<file path="config.mk">
export PLATFORM = sky130hd
export DESIGN_NAME = fetch_stage_flat
export DESIGN_NICKNAME = d
export VERILOG_FILES = /design/src/rtl/fetch_stage_if.sv /design/src/rtl/fetch_stage.sv /design/src/flat_wrapper.sv
export SDC_FILE = /design/constraint.sdc
export NUM_CORES = 1
export LEC_CHECK = 0
export CAP_MARGIN = 0
export CORE_MARGIN = 2
export CORE_UTILIZATION = 35
export DETAILED_ROUTE_END_ITERATION = 8
export PLACE_DENSITY = 0.66
export SLEW_MARGIN = 40
export SYNTH_ARGS = -nofsm -noshare
export SYNTH_HDL_FRONTEND = slang
export SYNTH_SLANG_ARGS = --single-unit
</file>
<file path="constraint.sdc">
create_clock -name clk -period 1.8 [get_ports clk]
set_input_delay 0.27 -clock clk [delete_from_list [all_inputs] [get_ports clk]]
set_output_delay 0.27 -clock clk [all_outputs]
set_load 0.01 [all_outputs]
</file>
<file path="src/rtl/fetch_stage_if.sv">
// Instruction-memory request/ready handshake between the fetch stage (master)
// and the instruction memory (slave).
interface fetch_stage_if;
  logic        imem_req;
  logic [31:0] imem_addr;
  logic        imem_rdy;
  logic [31:0] imem_rdata;

  modport master (output imem_req, output imem_addr, input imem_rdy, input imem_rdata);
  modport slave  (input imem_req, input imem_addr, output imem_rdy, output imem_rdata);
endinterface

</file>
<file path="src/rtl/fetch_stage.sv">
// RV32I IF stage plus IF/ID register: predict-not-taken sequential fetch over a
// request/ready memory port, a one-word hold buffer for stalls, and a drop state
// that swallows the response to a squashed request.
module fetch_stage #(
  parameter logic [31:0] RESET_PC  = 32'h0000_0000,
  parameter logic [31:0] NOP_INSTR = 32'h0000_0013
) (
  input  logic               clk,
  input  logic               processor_rst_n,
  input  logic               Flush_IF,
  input  logic               Stall_IF,
  input  logic               Stall_ID,
  input  logic               Flush_ID,
  input  logic               br_taken,
  input  logic [31:0]        br_targetE,
  fetch_stage_if.master      imem,
  output logic [31:0]        instrD,
  output logic [31:0]        pcD,
  output logic [31:0]        pc_plus4D,
  output logic               validD
);

  typedef enum logic [1:0] {
    ST_WAIT,  // request outstanding at req_addr
    ST_DROP,  // request outstanding but squashed; response is discarded
    ST_IDLE   // returned word parked in the buffer, no request
  } state_e;

  state_e      state_q, state_d;
  logic [31:0] req_addr_q, req_addr_d;
  logic [31:0] next_addr_q, next_addr_d;
  logic [31:0] buf_instr_q, buf_instr_d;

  logic [31:0] id_instr_q, id_instr_d;
  logic [31:0] id_pc_q, id_pc_d;
  logic [31:0] id_pc_plus4_q, id_pc_plus4_d;
  logic        id_valid_q, id_valid_d;

  logic        redirect;
  logic [31:0] target;
  logic        hold;
  logic        deliver;
  logic [31:0] deliver_instr;
  logic [31:0] deliver_pc;
  logic [31:0] drop_dest;

  assign redirect = Flush_IF | br_taken;
  assign target   = Flush_IF ? RESET_PC : br_targetE;
  assign hold     = Stall_IF | Stall_ID;

  // While in IDLE the buffered word's PC is req_addr_q itself, so no separate
  // buffer PC register is kept.
  always_comb begin
    // NOTE: every always_comb output gets a default first so no path infers a latch.
    state_d       = state_q;
    req_addr_d    = req_addr_q;
    next_addr_d   = next_addr_q;
    buf_instr_d   = buf_instr_q;
    deliver       = 1'b0;
    deliver_instr = imem.imem_rdata;
    deliver_pc    = req_addr_q;
    drop_dest     = redirect ? target : next_addr_q;

    unique case (state_q)
      ST_WAIT: begin
        if (imem.imem_rdy) begin
          if (redirect) begin
            req_addr_d = target;
          end else if (!hold) begin
            deliver    = 1'b1;
            req_addr_d = req_addr_q + 32'd4;
          end else begin
            buf_instr_d = imem.imem_rdata;
            state_d     = ST_IDLE;
          end
        end else if (redirect) begin
          next_addr_d = target;
          state_d     = ST_DROP;
        end
      end
      ST_DROP: begin
        next_addr_d = drop_dest;
        if (imem.imem_rdy) begin
          req_addr_d = drop_dest;
          state_d    = ST_WAIT;
        end
      end
      ST_IDLE: begin
        if (redirect) begin
          req_addr_d = target;
          state_d    = ST_WAIT;
        end else if (!hold) begin
          deliver       = 1'b1;
          deliver_instr = buf_instr_q;
          req_addr_d    = req_addr_q + 32'd4;
          state_d       = ST_WAIT;
        end
      end
      default: state_d = ST_WAIT;
    endcase
  end

  always_comb begin
    id_instr_d    = id_instr_q;
    id_pc_d       = id_pc_q;
    id_pc_plus4_d = id_pc_plus4_q;
    id_valid_d    = id_valid_q;
    if (Flush_ID || (!Stall_ID && !deliver)) begin
      id_instr_d    = NOP_INSTR;
      id_pc_d       = 32'd0;
      id_pc_plus4_d = 32'd0;
      id_valid_d    = 1'b0;
    end else if (!Stall_ID) begin
      id_instr_d    = deliver_instr;
      id_pc_d       = deliver_pc;
      id_pc_plus4_d = deliver_pc + 32'd4;
      id_valid_d    = 1'b1;
    end
  end

  always_ff @(posedge clk or negedge processor_rst_n) begin
    // NOTE: state registers use non-blocking assignments so every flop samples pre-edge values.
    if (!processor_rst_n) begin
      state_q       <= ST_WAIT;
      req_addr_q    <= RESET_PC;
      next_addr_q   <= RESET_PC;
      buf_instr_q   <= NOP_INSTR;
      id_instr_q    <= NOP_INSTR;
      id_pc_q       <= 32'd0;
      id_pc_plus4_q <= 32'd0;
      id_valid_q    <= 1'b0;
    end else begin
      state_q       <= state_d;
      req_addr_q    <= req_addr_d;
      next_addr_q   <= next_addr_d;
      buf_instr_q   <= buf_instr_d;
      id_instr_q    <= id_instr_d;
      id_pc_q       <= id_pc_d;
      id_pc_plus4_q <= id_pc_plus4_d;
      id_valid_q    <= id_valid_d;
    end
  end

  // Request is gated by reset so nothing is issued while the stage is held in reset.
  assign imem.imem_req  = processor_rst_n && (state_q != ST_IDLE);
  assign imem.imem_addr = req_addr_q;

  assign instrD    = id_instr_q;
  assign pcD       = id_pc_q;
  assign pc_plus4D = id_pc_plus4_q;
  assign validD    = id_valid_q;

endmodule

</file>
<file path="src/flat_wrapper.sv">
// flat-port wrapper written by rule: the top's interface ports become plain ports
module fetch_stage_flat 
#(
  parameter logic [31:0] RESET_PC  = 32'h0000_0000,
  parameter logic [31:0] NOP_INSTR = 32'h0000_0013
)
  (clk, processor_rst_n, Flush_IF, Stall_IF, Stall_ID, Flush_ID, br_taken, br_targetE, instrD, pcD, pc_plus4D, validD, imem_imem_req, imem_imem_addr, imem_imem_rdy, imem_imem_rdata);
  fetch_stage_if imem_i ();
  input  logic clk;
  input  logic processor_rst_n;
  input  logic Flush_IF;
  input  logic Stall_IF;
  input  logic Stall_ID;
  input  logic Flush_ID;
  input  logic br_taken;
  input  logic [31:0] br_targetE;
  output logic [31:0] instrD;
  output logic [31:0] pcD;
  output logic [31:0] pc_plus4D;
  output logic validD;
  output wire logic [$bits(imem_i.imem_req)-1:0] imem_imem_req;
  output wire logic [$bits(imem_i.imem_addr)-1:0] imem_imem_addr;
  input wire logic [$bits(imem_i.imem_rdy)-1:0] imem_imem_rdy;
  input wire logic [$bits(imem_i.imem_rdata)-1:0] imem_imem_rdata;
  assign imem_imem_req = imem_i.imem_req;
  assign imem_imem_addr = imem_i.imem_addr;
  assign imem_i.imem_rdy = imem_imem_rdy;
  assign imem_i.imem_rdata = imem_imem_rdata;
  fetch_stage #(.RESET_PC(RESET_PC), .NOP_INSTR(NOP_INSTR)) u_core (.clk(clk), .processor_rst_n(processor_rst_n), .Flush_IF(Flush_IF), .Stall_IF(Stall_IF), .Stall_ID(Stall_ID), .Flush_ID(Flush_ID), .br_taken(br_taken), .br_targetE(br_targetE), .imem(imem_i), .instrD(instrD), .pcD(pcD), .pc_plus4D(pc_plus4D), .validD(validD));
endmodule
</file>
==> summary.md, run 1 <==
| Metric | Value |
|---|---|
| Status | complete, no violations |
| TritonCTS clock tree | built |
| Max-cap violations | 0 |
| Detailed Routing Iterations Pass 1 | 6 |
| Yosys top cell by area | dfrtp_1 |
| Pin count of the biggest net entering global routing | 145 |
| Final estimated routing congestion in global placement | 0.840 |
| PD cells | 823 nW/um^2 |
| Period utilization | 99.0% |
| Buffers on Ports | 201 |
| Routed Wire Length | 27500 um |
| TritonCTS buffer count | 17 |
| Final Util | 51.9% |
| CORE AREA | 25000 sq um |
| Top cell type's share of synthesized area | 52.7% |
| Max transition margin | 60.0% |
| Crit path launch type | flip-flop |
| Comb pwr share | 16.6% |
| Wire per inst | 18.6 um |
| P_sw | 2.87 mW |
| FILL cells | 2229 |
| Root Driver | clkbuf_16 |
| Initial Util | 35.5% |
| DP HPWL | 19200 um |
| Die Area | 26700 sq um |
| Cell count after synthesis | 865 |
| Worst Hold Class | input port to async pin |
| GR Util met1 | 29.2% |
| Synth top cells by count | 187 x dfrtp_1, 120 x o21ai_0, 119 x nand2_1 |
| Crit end category | flip-flop |
| Final worst path period need | 1780 ps |
| Io pins | 202 |
| Peak supply drop | 0.484 mV |
| Area Overhead vs Synth | 46.4% |
| Count of cell types in the netlist | 53 |
| Dominant synthesized flop cell | dfrtp_1 |
| Cell Int Power | 7.83 mW |
| Crit path DAT | 2100 ps |
| Drt via density | 5.27 |
| Antenna Nets Post-Route | 0 |
| RSZ-0062 raised after global routing | true |
| Clock power share | 37.4% |
| Nets | 1211 |
| Sw frac | 26.8% |
| Residual DRC count | 0 |
| Sequential power share | 46.1% |
| CTS Buffer Depth | 2 |
| Most Crowded Layer GR | met2 |
| GRT overflow | 0 |
| Largest cells by area after synthesis | dfrtp_1 53%, o21ai_0 6.8%, nand2_1 5.0%, mux2_2 4.1%, mux2i_1 3.6% |
| Total leakage power | 5.83 nW |
| GR Layer Usage met2 | 30.7% |
| Die Span X | 163 um |
| H-tree lvl count | 4 |
| Vias in the first global route | 7425 |
| 1st-iter DRT viols | 780 |
| Latest clock arrival within the worst-skew pair | 430 ps |
| Chip Height | 163 um |
| Worst Path Required | 2110 ps |
| Most frequent cell after synthesis | dfrtp_1 |
| Row Count | 58 |
| Final Setup Violations | 0 |
| Worst hold slack | 471 ps |
| Vias | 7810 |
| Final Hold Vio Count | 0 |
| Clock Pin Slew Worst Setup and Hold Paths | 70 ps |
| Grt met3 use | 4.52% |
| Antenna violations before repair | 1 |
| Post-synth EDFFs | 0 |
| Avg Cell Area, Syn | 10.3 sq um |
| #FFs+latches synth | 193 |
| Post-synthesis cell area | 8880 sq um |
| F_max | 0.561 GHz |
| Fin. max-slew vios | 0 |
| Share of layout cells above drive strength 1 | 20.7% |
| Sequential fraction of the synthesis area | 54.5% |
| Tot GR Track Use | 20.2% |
| CTS sink count | 193 |
| Setup CP Type | flip-flop to flip-flop |
| Crit path max fanout | 8 |
| First-pass GRT wire length | 42000 um |
| Clock Skews | 11.6 ps |
| Ys Warns | 0 |
| Syn Nets | 938 |
| Worst-Margin Slew | 600 ps |
| Asr flop ratio synth | 100% |
## registers in the layout, summed over array words and instances (netlist names)
signal and cells:
u_core.validD 1, u_core.state_q 2, u_core.next_addr_q 32, u_core.pc_plus4D 32, u_core.pcD 30, u_core.imem.imem_addr 32
u_core.instrD 32, u_core.buf_instr_q 32
## logic make-up (layout without fill, tap and decap cells)
family          Yosys count  in the layout  synth area share (%)
compound gates          267            268                  19.2
simple gates            229            229                  11.9
flops                   193            193                  54.5
buf+inv                  83            367                  3.90
mux                      64             64                  7.67
xor+xnor                 28             28                  2.76
fa+ha+maj                 1              1                 0.141
other cells               0              1                     0
## critical path, stage by stage, from the launching register on
cell and delay [ps]:
dfrtp_2 470, nor3_4 170, o21ai_2 110, nor3b_4 240, buf_4 190, clkbuf_16 160, mux2_2 330
## layer usage
metal  wire, um  vias to the layer above
li1           -                     3664
met1      12500                     3837
met2      12600                      286
met3       1990                       23
met4        432                        0
met5          0                        -
## final cells by class
cell class / count / area, sq um / share of cell area, %
Antenna cell: 1 / 2.50 / 0.0192
Clock buffer: 18 / 429 / 3.30
Clock inverter: 13 / 183 / 1.41
Inverter: 12 / 45.0 / 0.346
Multi-Input combinational cell: 590 / 3890 / 30.0
Sequential cell: 193 / 4840 / 37.3
Tap cell: 330 / 413 / 3.18
Timing Repair Buffer: 324 / 3190 / 24.5
## layout by cell type, fill, tap and decap left out, types with 11 or more instances in the layout
cell type	synthesis	routed
a21oi_1	30	30
a222oi_1	11	11
a22o_1	24	24
a22oi_1	41	40
buf_4	2	102
clkbuf_16	0	19
clkdlybuf4s50_1	0	176
dfrtp_1	187	181
dlymetal6s2s_1	0	15
inv_1	11	11
mux2_2	32	32
mux2i_1	32	32
nand2_1	119	117
nand3_1	16	12
nor2_1	35	32
o21ai_0	120	114
xnor2_1	19	17
## metrics by stage
stage | total power [mW] | TNS (ps) | setup WS [ps] | instance area (sq um) | std cells
global route | 11.2 | -618 | -40.9 | 13000 | 1480
CTS | 10.7 | 0 | 0.169 | 12700 | 1471
global placement | 6.67 | -63210 | -424 | 12000 | 1432
finish | 10.7 | 0 | 17.4 | 13000 | 1481
detailed placement | 6.72 | -68610 | -501 | 12000 | 1432
floorplan | 5.79 | -34.4 | -26.0 | 8960 | 865
## power groups by stage
| stage | Combinational [mW] | Clock (mW) | Sequential (mW) |
|---|---|---|---|
| after global placement | 1.67 | 0 | 5.00 |
| final | 1.77 | 4.00 | 4.93 |
| after global routing | 1.93 | 4.26 | 4.97 |
| after detailed placement | 1.70 | 0 | 5.02 |
| after floorplan | 0.758 | 0 | 5.04 |
| after CTS | 1.74 | 4.08 | 4.93 |
## final timing paths
check | startpoint | endpoint | slack, ps | cells past startpoint
setup / recovery | u_core.state_q[0] | u_core.buf_instr_q[23] | 20 | 6
hold / removal | processor_rst_n | u_core.pc_plus4D[13] | 470 | 3
setup reg to reg | u_core.state_q[0] | u_core.buf_instr_q[23] | 20 | 6
hold reg to reg | u_core.next_addr_q[14] | u_core.next_addr_q[14] | 470 | 2
max in group asynchronous | processor_rst_n | u_core.buf_instr_q[0] | 560 | 4
min in group clk | u_core.next_addr_q[14] | u_core.next_addr_q[14] | 470 | 2
## repair_timing
item                                    in CTS  in global routing
endpoints found under the hold margin        0                 63
pin swaps                                    3                 10
endpoints found under the setup margin      38                114
gates cloned                                 1                  3
setup buffers                                7                  4
hold buffers                                 0                  1
resized for setup                           20                 47
Note: power is estimated with default switching activity, not from simulation.
==> run 2: changes to the inputs <==
ABC_AREA = 1   (was default)
RECOVER_POWER = 25   (was default)
==> summary.md, run 2 <==
| Metric | Value |
|---|---|
| Status | finished with violations |
| Failing checks | hold timing, capacitance limit, slew limit |
| Final Cell Area | 13200 sq um |
| R2R Setup Slk | 80 ps |
| TritonCTS buffer count | 17 |
| Routed Wire Length | 28700 um |
| Clock Skews | 10.8 ps |
| Final worst path period need | 1760 ps |
| Reg2reg end | u_core.imem.imem_addr[31] |
| Max transition margin | -4.82% |
| #FFs+latches synth | 193 |
| Antenna violations before repair | 0 |
| Setup CP Type | flip-flop to output pin |
| Yosys top cell by area | dfrtp_1 |
| Final Hold Vio Count | 22 |
| CP max stage delay | 530 ps |
| Chip Height | 169 um |
| GRT overflow | 0 |
| Max-cap violations | 1 |
| Crit path max fanout | 2 |
| Comb pwr share | 28.2% |
| Clock Pin Slew Worst Setup and Hold Paths | 70 ps |
| Total leakage power | 6.02 nW |
| R2R depth | 7 |
| Buffers on Ports | 201 |
| CORE AREA | 26800 sq um |
| CTS Buffer Depth | 2 |
| PD cells | 1020 nW/um^2 |
| Final Setup Violations | 0 |
| Area Overhead vs Synth | 38.5% |
| Worst Path Required | 1530 ps |
| CP startpoint | u_core.instrD[1] |
| Cell Int Power | 9.02 mW |
| Worst hold slack | -61.6 ps |
| Residual DRC count | 0 |
| Ys Warns | 0 |
| Worst Hold Class | input port to async pin |
| Clock power share | 29.5% |
| P_sw | 4.47 mW |
| Crit-path cells | clkdlybuf4s50_1 |
| Vias | 8680 |
| Sw frac | 33.2% |
| Reg2reg start | u_core.state_q[0] |
| Largest cells by area after synthesis | dfrtp_1 49%, nand2_1 13%, o21ai_0 7.5%, inv_1 4.7%, nor2_1 4.3% |
| Detailed Routing Iterations Pass 1 | 6 |
| Avg Cell Area, Syn | 8.13 sq um |
| WP depth | 1 |
| Commonest non-fill, non-tap cell in the layout | nand2_1 |
| Fin. max-slew vios | 66 |
| Most frequent cell after synthesis | nand2_1 |
| Top cell type's share of synthesized area | 49.2% |
| CP endpoint | instrD[1] |
| TritonCTS clock tree | built |
| Buf/Inv on CP | 1 |
| First-pass GRT wire length | 45700 um |
| Nets | 1486 |
| Asr flop ratio synth | 100% |
| Sequential fraction of the synthesis area | 50.8% |
| Sequential power share | 42.2% |
| Die Span X | 169 um |
| Post-CTS Hold Buffers | 0 |
| Period utilization | 98.0% |
| Post-synthesis cell area | 9510 sq um |
| Root Driver | clkbuf_16 |
| Antenna diodes | 0 |
| Share of layout cells above drive strength 1 | 12.1% |
| CTS sink count | 193 |
| Io pins | 202 |
| F_max | 0.567 GHz |
| Antenna Nets Post-Route | 0 |
| Syn Nets | 1243 |
| Drt via density | 4.91 |
| DP Area | 12400 sq um |
| Wire per inst | 16.2 um |
| Count of cell types in the netlist | 39 |
| Total negative setup slack | 0 ps |
| Synth top cells by count | 319 x nand2_1, 187 x dfrtp_1, 142 x o21ai_0 |
| Final estimated routing congestion in global placement | 0.852 |
| Most frequent cells in the layout | 317 x nand2_1, 185 x clkdlybuf4s50_1, 180 x dfrtp_1, 142 x o21ai_0, 119 x inv_1 |
| Post-synth EDFFs | 0 |
| Latest clock arrival within the worst-skew pair | 440 ps |
| 1st-iter DRT viols | 767 |
| RSZ-0062 raised after global routing | true |
| Pin count of the biggest net entering global routing | 129 |
| DP HPWL | 20700 um |
| Tot GR Track Use | 20.5% |
| Initial Util | 35.5% |
| Worst-Margin Slew | 1570 ps |
| Crit path DAT | 1490 ps |
| H-tree lvl count | 4 |
| Dominant synthesized flop cell | dfrtp_1 |
| Vias in the first global route | 8479 |
| Crit end category | output pin |
| Cell count after synthesis | 1170 |
| CP max stage cell | dfstp_2 |
| Cell Count, Final, Fillers Out | 1767 |
| Row Count | 60 |
| Placed cells | 1728 |
| Die Area | 28500 sq um |
| Peak supply drop | 0.563 mV |
| Largest delay contributor family on the critical path | flip-flops |
| Crit path launch type | flip-flop |
==> run 2: changes by cell type in the layout (fill, tap and decap cells not counted), moves of 16 or more <==
| cell | before | now |
|---|---|---|
| nor2_1 | 32 | 104 |
| a211oi_1 | 0 | 17 |
| o21ai_0 | 114 | 142 |
| a22o_1 | 24 | 8 |
| buf_4 | 102 | 66 |
| nand2_1 | 117 | 317 |
| a22oi_1 | 40 | 3 |
| o21ai_1 | 9 | 39 |
| mux2_2 | 32 | 12 |
| nand3_1 | 12 | 31 |
| inv_1 | 11 | 119 |
==> run 2: area by class of cell <==
type / instances / area, sq um
clock buffer: 21 / 470
multi-input combinational: 791 / 3950
clock inverter: 11 / 148
fill: 2601 / 13600
inverter: 126 / 478
timing repair buffer: 284 / 2860
sequential: 193 / 4850
tap: 341 / 427
==> run 2: how the worst min path moves through the flow <==
stage                              start                     end  slack, ps  depth (start not counted)
global route             processor_rst_n  u_core.buf_instr_q[28]         40                          2
CTS                      processor_rst_n  u_core.buf_instr_q[28]         10                          2
global placement    u_core.pc_plus4D[28]    u_core.pc_plus4D[28]        460                          2
detailed placement  u_core.pc_plus4D[13]    u_core.pc_plus4D[13]        460                          2
finish                   processor_rst_n  u_core.buf_instr_q[28]        -60                          2
floorplan                processor_rst_n  u_core.buf_instr_q[10]        -30                          0
==> run 2: per-stage QoR <==
stage               total power, mW  setup slack, ps  util [%]
floorplan                      7.67              266         -
global placement               9.44             -277      46.3
detailed placement             9.53             -263      46.3
CTS                            13.6             2.86      48.7
global route                   14.3            -6.57      49.2
finish                         13.5             36.5      49.2
==> run 2: power groups by stage <==
stage / combinational, mW / clock [mW] / sequential, mW
finish: 3.81 / 3.98 / 5.70
CTS: 3.80 / 4.08 / 5.69
global route: 4.27 / 4.23 / 5.81
detailed placement: 3.75 / 0 / 5.78
floorplan: 1.89 / 0 / 5.78
global placement: 3.69 / 0 / 5.75
==> run 2: cell families after synthesis <==
group,Yosys count,share of synthesized area [%]
simple gates,481,20.3
buf+inv,186,8.27
xor+xnor,13,1.20
fa+ha+maj,1,0.131
compound gates,264,15.7
flops,193,50.8
mux,32,3.52
==> run 2: per-layer routing <==
| layer | share of wire [%] | global-route usage, % | routed length [um] | vias to the layer above |
|---|---|---|---|---|
| li1 | - | - | - | 4265 |
| met1 | 45 | 27.3 | 12900 | 4117 |
| met2 | 47 | 33.9 | 13500 | 271 |
| met3 | 6.2 | 4.23 | 1780 | 27 |
| met4 | 1.9 | 5.77 | 537 | 0 |
| met5 | 0 | 0 | 0 | - |
==> run 2: repair_timing <==
item	CTS	global route
pin swaps	0	5
buffers inserted	3	4
gates resized for setup	8	26
endpoints found under the setup margin	10	37
